**src/rtl/mem_bus_pkg.sv**
```systemverilog
// Shared types and defaults for the memory bus master, its interface and the memory block.
package mem_bus_pkg;

    typedef enum logic [1:0] {
        IDLE   = 2'd0,
        SETUP  = 2'd1,
        ACCESS = 2'd2,
        RESP   = 2'd3
    } mem_master_state_e;

    localparam logic WR = 1'b1;
    localparam logic RD = 1'b0;

    localparam int unsigned MEM_ADDR_W = 4;
    localparam int unsigned MEM_DATA_W = 8;

    localparam int unsigned STAT_W = 16;

    function automatic logic [STAT_W-1:0] sat_inc(input logic [STAT_W-1:0] v);
        return (v == '1) ? v : v + STAT_W'(1);
    endfunction

endpackage

```
**src/rtl/mem_bus_master_if.sv**
```systemverilog
// Command/response port and memory-side bus of mem_bus_master, bundled with master/slave views.
interface mem_bus_master_if
    import mem_bus_pkg::*;
#(
    parameter int unsigned ADDR_W = MEM_ADDR_W,
    parameter int unsigned DATA_W = MEM_DATA_W
);
    logic              cmd_valid_i;
    logic              cmd_ready_o;
    logic              cmd_wr_i;
    logic [ADDR_W-1:0] cmd_addr_i;
    logic [DATA_W-1:0] cmd_wdata_i;

    logic              rsp_valid_o;
    logic [DATA_W-1:0] rsp_rdata_o;
    logic              rsp_err_o;

    logic [ADDR_W-1:0] paddr_o;
    logic              pwr_rd_o;
    logic              penable_o;
    logic [DATA_W-1:0] pwdata_o;
    logic [DATA_W-1:0] prdata_i;
    logic              pready_i;

    modport master (
        input  cmd_valid_i, cmd_wr_i, cmd_addr_i, cmd_wdata_i, prdata_i, pready_i,
        output cmd_ready_o, rsp_valid_o, rsp_rdata_o, rsp_err_o,
               paddr_o, pwr_rd_o, penable_o, pwdata_o
    );

    modport slave (
        output cmd_valid_i, cmd_wr_i, cmd_addr_i, cmd_wdata_i, prdata_i, pready_i,
        input  cmd_ready_o, rsp_valid_o, rsp_rdata_o, rsp_err_o,
               paddr_o, pwr_rd_o, penable_o, pwdata_o
    );

endinterface

```
**src/rtl/mem_master_timeout.sv**
```systemverilog
// Access-phase wait counter: clear/load/enable, flags when TIMEOUT_CYC-1 cycles have elapsed.
module mem_master_timeout #(
    parameter int unsigned TIMEOUT_CYC = 16
) (
    input  logic       clk,
    input  logic       rst_n,
    input  logic       clr,
    input  logic       load,
    input  logic [7:0] load_val,
    input  logic       en,
    output logic       expire
);
    localparam int unsigned   CNT_W = 8;
    localparam logic [CNT_W-1:0] LIMIT = CNT_W'(TIMEOUT_CYC - 1);

    logic [CNT_W-1:0] cnt_q;

    always_ff @(posedge clk or negedge rst_n) begin
        if (!rst_n) begin
            cnt_q <= '0;
        end else if (clr) begin
            cnt_q <= '0;
        end else if (load) begin
            cnt_q <= load_val;
        end else if (en) begin
            cnt_q <= cnt_q + CNT_W'(1);
        end
    end

    assign expire = (cnt_q == LIMIT);

endmodule

```
**src/rtl/mem_bus_master.sv**
```systemverilog
// Single-outstanding initiator for the simple memory bus (IDLE/SETUP/ACCESS/RESP).
// Define MEM_MASTER_STATS_EN to add saturating write/read/timeout counters.
module mem_bus_master
    import mem_bus_pkg::*;
#(
    parameter int unsigned ADDR_W      = MEM_ADDR_W,
    parameter int unsigned DATA_W      = MEM_DATA_W,
    parameter int unsigned TIMEOUT_CYC = 16
) (
    input  logic              pclk_i,
    input  logic              prst_n_i,
    mem_bus_master_if.master  bus
`ifdef MEM_MASTER_STATS_EN
    ,
    output logic [STAT_W-1:0] stat_wr_o,
    output logic [STAT_W-1:0] stat_rd_o,
    output logic [STAT_W-1:0] stat_err_o
`endif
);
    mem_master_state_e state_q, state_d;

    logic [ADDR_W-1:0] paddr_q;
    logic [DATA_W-1:0] pwdata_q;
    logic              pwr_rd_q;
    logic              wr_q;
    logic [DATA_W-1:0] rdata_q;
    logic              err_q;

    logic accept;
    logic done;
    logic timeout_hit;
    logic expire;

    assign accept      = (state_q == IDLE) && bus.cmd_valid_i;
    assign done        = (state_q == ACCESS) && bus.pready_i;
    assign timeout_hit = (state_q == ACCESS) && !bus.pready_i && expire;

    mem_master_timeout #(
        .TIMEOUT_CYC (TIMEOUT_CYC)
    ) u_timeout (
        .clk      (pclk_i),
        .rst_n    (prst_n_i),
        .clr      (state_q == RESP),
        .load     (accept),
        .load_val ('0),
        .en       (state_q == ACCESS),
        .expire   (expire)
    );

    always_comb begin
        state_d = state_q;
        case (state_q)
            IDLE:    if (accept) state_d = SETUP;
            SETUP:   state_d = ACCESS;
            ACCESS:  if (done || timeout_hit) state_d = RESP;
            RESP:    state_d = IDLE;
            default: state_d = IDLE;
        endcase
    end

    always_ff @(posedge pclk_i or negedge prst_n_i) begin
        if (!prst_n_i) begin
            state_q <= IDLE;
        end else begin
            state_q <= state_d;
        end
    end

    // wr_q keeps the command type through RESP after pwr_rd_o has already dropped.
    always_ff @(posedge pclk_i or negedge prst_n_i) begin
        if (!prst_n_i) begin
            paddr_q  <= '0;
            pwdata_q <= '0;
            pwr_rd_q <= 1'b0;
            wr_q     <= 1'b0;
        end else if (accept) begin
            paddr_q  <= bus.cmd_addr_i;
            pwdata_q <= bus.cmd_wdata_i;
            pwr_rd_q <= bus.cmd_wr_i;
            wr_q     <= bus.cmd_wr_i;
        end else if (done || timeout_hit) begin
            pwr_rd_q <= 1'b0;
        end
    end

    // Response fields are only non-zero during the RESP cycle.
    always_ff @(posedge pclk_i or negedge prst_n_i) begin
        if (!prst_n_i) begin
            rdata_q <= '0;
            err_q   <= 1'b0;
        end else begin
            rdata_q <= (done && wr_q == RD) ? bus.prdata_i : '0;
            err_q   <= timeout_hit;
        end
    end

    assign bus.cmd_ready_o = (state_q == IDLE);
    assign bus.rsp_valid_o = (state_q == RESP);
    assign bus.rsp_rdata_o = rdata_q;
    assign bus.rsp_err_o   = err_q;
    assign bus.paddr_o     = paddr_q;
    assign bus.pwr_rd_o    = pwr_rd_q;
    assign bus.penable_o   = (state_q == ACCESS);
    assign bus.pwdata_o    = pwdata_q;

`ifdef MEM_MASTER_STATS_EN
    logic [STAT_W-1:0] stat_wr_q;
    logic [STAT_W-1:0] stat_rd_q;
    logic [STAT_W-1:0] stat_err_q;

    always_ff @(posedge pclk_i or negedge prst_n_i) begin
        if (!prst_n_i) begin
            stat_wr_q  <= '0;
            stat_rd_q  <= '0;
            stat_err_q <= '0;
        end else if (state_q == RESP) begin
            if (err_q) begin
                stat_err_q <= sat_inc(stat_err_q);
            end else if (wr_q == WR) begin
                stat_wr_q <= sat_inc(stat_wr_q);
            end else begin
                stat_rd_q <= sat_inc(stat_rd_q);
            end
        end
    end

    assign stat_wr_o  = stat_wr_q;
    assign stat_rd_o  = stat_rd_q;
    assign stat_err_o = stat_err_q;
`endif

endmodule

```
**src/flat_wrapper.sv**
```systemverilog
// flat-port wrapper written by rule: the top's interface ports become plain ports
module mem_bus_master_flat import mem_bus_pkg::*;
#(
    parameter int unsigned ADDR_W      = MEM_ADDR_W,
    parameter int unsigned DATA_W      = MEM_DATA_W,
    parameter int unsigned TIMEOUT_CYC = 16
)
  (pclk_i, prst_n_i, bus_cmd_valid_i, bus_cmd_wr_i, bus_cmd_addr_i, bus_cmd_wdata_i, bus_prdata_i, bus_pready_i, bus_cmd_ready_o, bus_rsp_valid_o, bus_rsp_rdata_o, bus_rsp_err_o, bus_paddr_o, bus_pwr_rd_o, bus_penable_o, bus_pwdata_o);
  mem_bus_master_if #(.ADDR_W(ADDR_W), .DATA_W(DATA_W)) bus_i ();
  input  logic pclk_i;
  input  logic prst_n_i;
  input wire logic [$bits(bus_i.cmd_valid_i)-1:0] bus_cmd_valid_i;
  input wire logic [$bits(bus_i.cmd_wr_i)-1:0] bus_cmd_wr_i;
  input wire logic [$bits(bus_i.cmd_addr_i)-1:0] bus_cmd_addr_i;
  input wire logic [$bits(bus_i.cmd_wdata_i)-1:0] bus_cmd_wdata_i;
  input wire logic [$bits(bus_i.prdata_i)-1:0] bus_prdata_i;
  input wire logic [$bits(bus_i.pready_i)-1:0] bus_pready_i;
  output wire logic [$bits(bus_i.cmd_ready_o)-1:0] bus_cmd_ready_o;
  output wire logic [$bits(bus_i.rsp_valid_o)-1:0] bus_rsp_valid_o;
  output wire logic [$bits(bus_i.rsp_rdata_o)-1:0] bus_rsp_rdata_o;
  output wire logic [$bits(bus_i.rsp_err_o)-1:0] bus_rsp_err_o;
  output wire logic [$bits(bus_i.paddr_o)-1:0] bus_paddr_o;
  output wire logic [$bits(bus_i.pwr_rd_o)-1:0] bus_pwr_rd_o;
  output wire logic [$bits(bus_i.penable_o)-1:0] bus_penable_o;
  output wire logic [$bits(bus_i.pwdata_o)-1:0] bus_pwdata_o;
  assign bus_i.cmd_valid_i = bus_cmd_valid_i;
  assign bus_i.cmd_wr_i = bus_cmd_wr_i;
  assign bus_i.cmd_addr_i = bus_cmd_addr_i;
  assign bus_i.cmd_wdata_i = bus_cmd_wdata_i;
  assign bus_i.prdata_i = bus_prdata_i;
  assign bus_i.pready_i = bus_pready_i;
  assign bus_cmd_ready_o = bus_i.cmd_ready_o;
  assign bus_rsp_valid_o = bus_i.rsp_valid_o;
  assign bus_rsp_rdata_o = bus_i.rsp_rdata_o;
  assign bus_rsp_err_o = bus_i.rsp_err_o;
  assign bus_paddr_o = bus_i.paddr_o;
  assign bus_pwr_rd_o = bus_i.pwr_rd_o;
  assign bus_penable_o = bus_i.penable_o;
  assign bus_pwdata_o = bus_i.pwdata_o;
  mem_bus_master #(.ADDR_W(ADDR_W), .DATA_W(DATA_W), .TIMEOUT_CYC(TIMEOUT_CYC)) u_core (.pclk_i(pclk_i), .prst_n_i(prst_n_i), .bus(bus_i));
endmodule
```
**config.mk**
```make
export PLATFORM = sky130hd
export DESIGN_NAME = mem_bus_master_flat
export DESIGN_NICKNAME = d
export VERILOG_FILES = /design/src/rtl/mem_bus_pkg.sv /design/src/rtl/mem_bus_master_if.sv /design/src/rtl/mem_master_timeout.sv /design/src/rtl/mem_bus_master.sv /design/src/flat_wrapper.sv
export SDC_FILE = /design/constraint.sdc
export NUM_CORES = 1
export LEC_CHECK = 0
export CORE_MARGIN = 5
export CORE_UTILIZATION = 25
export DETAILED_ROUTE_END_ITERATION = 10
export PLACE_DENSITY_LB_ADDON = 0.12
export REMOVE_ABC_BUFFERS = 1
export SLEW_MARGIN = 5
export SYNTH_ARGS = -nofsm -noshare
export SYNTH_HDL_FRONTEND = slang
export SYNTH_SLANG_ARGS = --single-unit
```
**constraint.sdc**
```tcl
create_clock -name pclk_i -period 1.6 [get_ports pclk_i]
set_input_delay 0.32 -clock pclk_i [delete_from_list [all_inputs] [get_ports pclk_i]]
set_output_delay 0.32 -clock pclk_i [all_outputs]
set_load 0.03 [all_outputs]
```
==> impl_metrics.prom, run 1 <==
# TYPE chip_impl_metric gauge
chip_impl_info{name="outcome",value="completed"} 1
chip_impl_metric{name="clkLatencyLatePin",unit="ns"} 0.28
chip_impl_metric{name="power.share.sequential",unit=""} 0.352
chip_impl_metric{name="hold_fix_buffers_at_cts",unit=""} 0
chip_impl_metric{name="proportion_of_power_drawn_by_combinational_gates",unit=""} 0.481
chip_impl_metric{name="num-fill-cells",unit=""} 527
chip_impl_metric{name="synth_sequential_area_ratio",unit=""} 0.5800
chip_impl_metric{name="maxcap_violations",unit=""} 0
chip_impl_info{name="timing_worst_setup_path_type",value="reg -> out"} 1
chip_impl_metric{name="timing.final.max_slew_violations",unit=""} 0
chip_impl_info{name="maxUsedRoutingLayer",value="met4"} 1
chip_impl_metric{name="placement_rows",unit=""} 27
chip_impl_metric{name="first_global_vias",unit=""} 1087
chip_impl_metric{name="post-synth-top-area-fraction",unit=""} 0.5800
chip_impl_metric{name="groute.usage.overall",unit=""} 0.09091
chip_impl_info{name="critical-path-top-cell-by-count",value="sky130_fd_sc_hd__buf_6"} 1
chip_impl_metric{name="p_clk_frac",unit=""} 0.167
chip_impl_metric{name="maxClockFrequency",unit="MHz"} 650.1
chip_impl_info{name="cts_tree",value="yes"} 1
chip_impl_metric{name="synthesis.instances",unit=""} 112
chip_impl_metric{name="gpl.final_weighted_congestion",unit=""} 0.7477
chip_impl_metric{name="ys_ff_latch",unit=""} 33
chip_impl_metric{name="clkSinkCount",unit=""} 33
chip_impl_metric{name="postPlaceCellArea",unit="sq um"} 2048
chip_impl_metric{name="synth.lib_cells_used.distinct",unit=""} 31
chip_impl_metric{name="report.final.setup_viol",unit=""} 0
chip_impl_metric{name="relSlewSlack",unit=""} 0.7499
chip_impl_metric{name="detailroute.wirelength.met2",unit="microns"} 1644
chip_impl_metric{name="route.vias.total",unit=""} 1047
chip_impl_metric{name="drt_first_pass_iters",unit=""} 4
chip_impl_info{name="crit_slowest_cell",value="sky130_fd_sc_hd__dfrtp_1"} 1
chip_impl_info{name="worst_setup_path_start_kind",value="register"} 1
chip_impl_metric{name="drt_drc_violations_left",unit=""} 0
chip_impl_metric{name="layout_min_cycle_time",unit="ns"} 1.538
chip_impl_metric{name="die-height",unit="microns"} 85.47
chip_impl_metric{name="intPower",unit="mW"} 2.135
chip_impl_metric{name="route.detailed.wl_per_inst",unit="microns"} 13.12
chip_impl_metric{name="port_buffers",unit=""} 49
chip_impl_metric{name="tightest_slew",unit="ns"} 0.3738
chip_impl_metric{name="drtAntennaViolNets",unit=""} 0
chip_impl_metric{name="design_area",unit="sq um"} 2123
chip_impl_metric{name="clock_path_buffers",unit=""} 2
chip_impl_metric{name="drt-vias-per-instance",unit=""} 4.326
chip_impl_metric{name="wl_met3",unit="microns"} 279
chip_impl_metric{name="final.period_utilization",unit=""} 0.9614
chip_impl_info{name="synth.area.top_cells",value="sky130_fd_sc_hd__dfrtp_1 58%, sky130_fd_sc_hd__mux2_2 9.5%, sky130_fd_sc_hd__ha_1 4.4%, sky130_fd_sc_hd__and2_1 3.5%, sky130_fd_sc_hd__nor2_1 2.1%"} 1
chip_impl_metric{name="max_fanout_on_critical_path",unit=""} 6
chip_impl_info{name="critPathTopFamily",value="flip-flops"} 1
chip_impl_metric{name="detailed_place_hpwl",unit="microns"} 2439
chip_impl_metric{name="cp_slowest_stage_delay",unit="ns"} 0.39
chip_impl_metric{name="mappedNetlistArea",unit="sq um"} 1424
chip_impl_metric{name="wire_length_of_the_first_global_routing_pass",unit="microns"} 5140
chip_impl_info{name="synthMostInstantiatedCell",value="sky130_fd_sc_hd__dfrtp_1"} 1
chip_impl_metric{name="total_power_divided_by_cell_area",unit="nW/um^2"} 1648
chip_impl_metric{name="placed_cells_incl_taps",unit=""} 234
chip_impl_metric{name="postSynth.asyncResetShare",unit=""} 1.000
chip_impl_metric{name="die_outline_area",unit="sq um"} 7305
chip_impl_info{name="synth.top_cells.by_count",value="33 x sky130_fd_sc_hd__dfrtp_1, 12 x sky130_fd_sc_hd__mux2_2, 8 x sky130_fd_sc_hd__and2_1, 8 x sky130_fd_sc_hd__nor2_1"} 1
chip_impl_metric{name="synth-edff-count",unit=""} 0
chip_impl_metric{name="timing_hold_violations_final",unit=""} 0
chip_impl_metric{name="final-instance-count-excl-fill",unit=""} 242
chip_impl_metric{name="area_growth_syn_to_layout",unit="%"} 49.12
chip_impl_metric{name="fraction_of_power_spent_switching_nets",unit=""} 0.3899
chip_impl_metric{name="post_synthesis_area_per_instance",unit="sq um"} 12.71
chip_impl_metric{name="ys.warnings.count",unit=""} 0
chip_impl_info{name="yosys_most_used_dff",value="sky130_fd_sc_hd__dfrtp_1"} 1
chip_impl_info{name="synthDominantAreaCellType",value="sky130_fd_sc_hd__dfrtp_1"} 1
chip_impl_metric{name="timing.critical_path.buf_inv",unit=""} 3
chip_impl_metric{name="finalClockSkew",unit="ns"} 0.003868
chip_impl_metric{name="antennaDiodeCount",unit=""} 0
chip_impl_info{name="cts-root-buf",value="sky130_fd_sc_hd__clkbuf_8"} 1
chip_impl_metric{name="static_power_due_to_leakage",unit="nW"} 1.040
chip_impl_metric{name="switchingPower",unit="mW"} 1.364
chip_impl_metric{name="cp_data_arrival_time",unit="ns"} 1.22
chip_impl_metric{name="detail_route.iter0.violations",unit=""} 38
chip_impl_metric{name="fp.coreArea",unit="sq um"} 5507
chip_impl_metric{name="post-cts-setup-buffer-count",unit=""} 0
chip_impl_metric{name="m1WireLength",unit="microns"} 1191
chip_impl_metric{name="grt_max_degree",unit=""} 34
chip_impl_metric{name="timing.critical_path.required",unit="ns"} 1.28
chip_impl_metric{name="top_level_ports",unit=""} 50
chip_impl_metric{name="starting_density_of_the_core",unit=""} 0.2586
chip_impl_metric{name="path_clk_slew",unit="ns"} 0.06
chip_impl_metric{name="hold_slack",unit="ns"} 0.4103
chip_impl_metric{name="drive_gt1_frac",unit=""} 0.1882
chip_impl_metric{name="nets",unit=""} 199
chip_impl_info{name="hp-class",value="in -> async"} 1
chip_impl_metric{name="cts_inserted_buffers",unit=""} 5
chip_impl_info{name="setup.worst_path.end_class",value="primary output"} 1
chip_impl_metric{name="worst_ir_drop_vdd",unit="mV"} 0.5117
chip_impl_info{name="cells_along_the_critical_path",value="inv_2 > ha_2 > buf_6 > buf_6"} 1
chip_impl_metric{name="detail_route.wirelength",unit="microns"} 3174
chip_impl_info{name="unrepaired_setup_endpoints_after_global_routing",value="true"} 1
chip_impl_metric{name="cts.htree.levels",unit=""} 2
chip_impl_metric{name="grt_overflow_total",unit=""} 0
chip_impl_metric{name="die_w",unit="microns"} 85.47
chip_impl_metric{name="antenna_found_initial",unit=""} 0
-- metrics by stage --
step / utilization / power, mW / setup TNS (ns) / setup slack (ns)
after floorplan: - / 2.257 / -2.984 / -0.2422
after global placement: 0.3720 / 3.026 / 0 / 0.05812
after detailed placement: 0.3720 / 3.062 / 0 / 0.003298
after CTS: 0.3838 / 3.548 / 0 / 0.002484
after global routing: 0.3856 / 3.720 / -0.03159 / -0.01874
final: 0.3856 / 3.499 / 0 / 0.06174
-- path summary, 6_finish.rpt --
kind,slack (ns),startpoint,endpoint,depth (start not counted)
worst max register to register,0.11,u_core.state_q[0],u_core.u_timeout.cnt_q[7],6
max in group asynchronous,1.01,prst_n_i,u_core.bus.rsp_err_o,2
min in group pclk_i,0.48,u_core.wr_q,u_core.wr_q,1
worst min register to register,0.48,u_core.wr_q,u_core.wr_q,1
worst max-delay path,0.06,u_core.state_q[0],bus_penable_o,4
worst min-delay path,0.41,prst_n_i,u_core.bus.paddr_o[1],2
-- power by group through the flow --
| stage | combinational, mW | clock [mW] | sequential (mW) |
|---|---|---|---|
| after floorplan | 0.634 | 0 | 1.62 |
| after detailed placement | 1.81 | 0 | 1.25 |
| after CTS | 1.70 | 0.611 | 1.24 |
| after global placement | 1.78 | 0 | 1.25 |
| after global routing | 1.82 | 0.639 | 1.27 |
| final | 1.68 | 0.583 | 1.23 |
-- kinds of logic (layout without fill, tap and decap cells) --
group           Yosys count  count (layout)  synth area share
xor+xnor                  4               4           0.02461
flops                    33              33            0.5800
fa+ha+maj                 5               5           0.04394
mux                      13              13            0.1019
buf+inv                   7              65           0.02460
compound gates           11              11           0.04833
simple gates             39              39            0.1766
-- area by class of cell --
| cell class | count | area [sq um] | area share |
|---|---|---|---|
| Tap cell | 72 | 90.09 | 0.04243 |
| Sequential cell | 33 | 825.8 | 0.3889 |
| Timing Repair Buffer | 54 | 545.5 | 0.2569 |
| Inverter | 3 | 11.26 | 0.005303 |
| Multi-Input combinational cell | 72 | 570.5 | 0.2687 |
| Clock buffer | 8 | 80.08 | 0.03771 |
-- sequential cells by signal, summed over array words and instances, names as in the netlist --
register	flops
u_core.bus.pwdata_o	8
u_core.state_q	2
u_core.u_timeout.cnt_q	8
u_core.bus.pwr_rd_o	1
u_core.wr_q	1
u_core.bus.paddr_o	4
u_core.bus.rsp_rdata_o	8
u_core.bus.rsp_err_o	1
-- layer usage --
metal,up-vias,GRT usage
met5,-,0
met4,0,0.03885
met3,6,0.04951
met2,28,0.1518
met1,516,0.09422
li1,497,-
-- cells in the final DEF (no fill, tap or decap), types with 5 or more instances in the layout --
cell                              netlist  layout
sky130_fd_sc_hd__and2_1                 8       8
sky130_fd_sc_hd__clkdlybuf4s50_1        0      24
sky130_fd_sc_hd__mux2_2                12      12
sky130_fd_sc_hd__dfrtp_1               33      33
sky130_fd_sc_hd__nor2_1                 8       8
sky130_fd_sc_hd__dlygate4sd2_1          0      20
sky130_fd_sc_hd__clkbuf_8               0       5
sky130_fd_sc_hd__nand2_1                5       5
-- what timing repair did --
action	CTS	global route
endpoints found under the setup margin	21	12
pin swaps	0	0
gates resized for setup	23	5
Note: power is estimated with default switching activity, not from simulation.
==> run 2, diff against run 1 <==
- CAP_MARGIN: default -> 20
==> results of run 2 <==
Same layout as run 1: the final DEF is identical, and so are final timing and power.
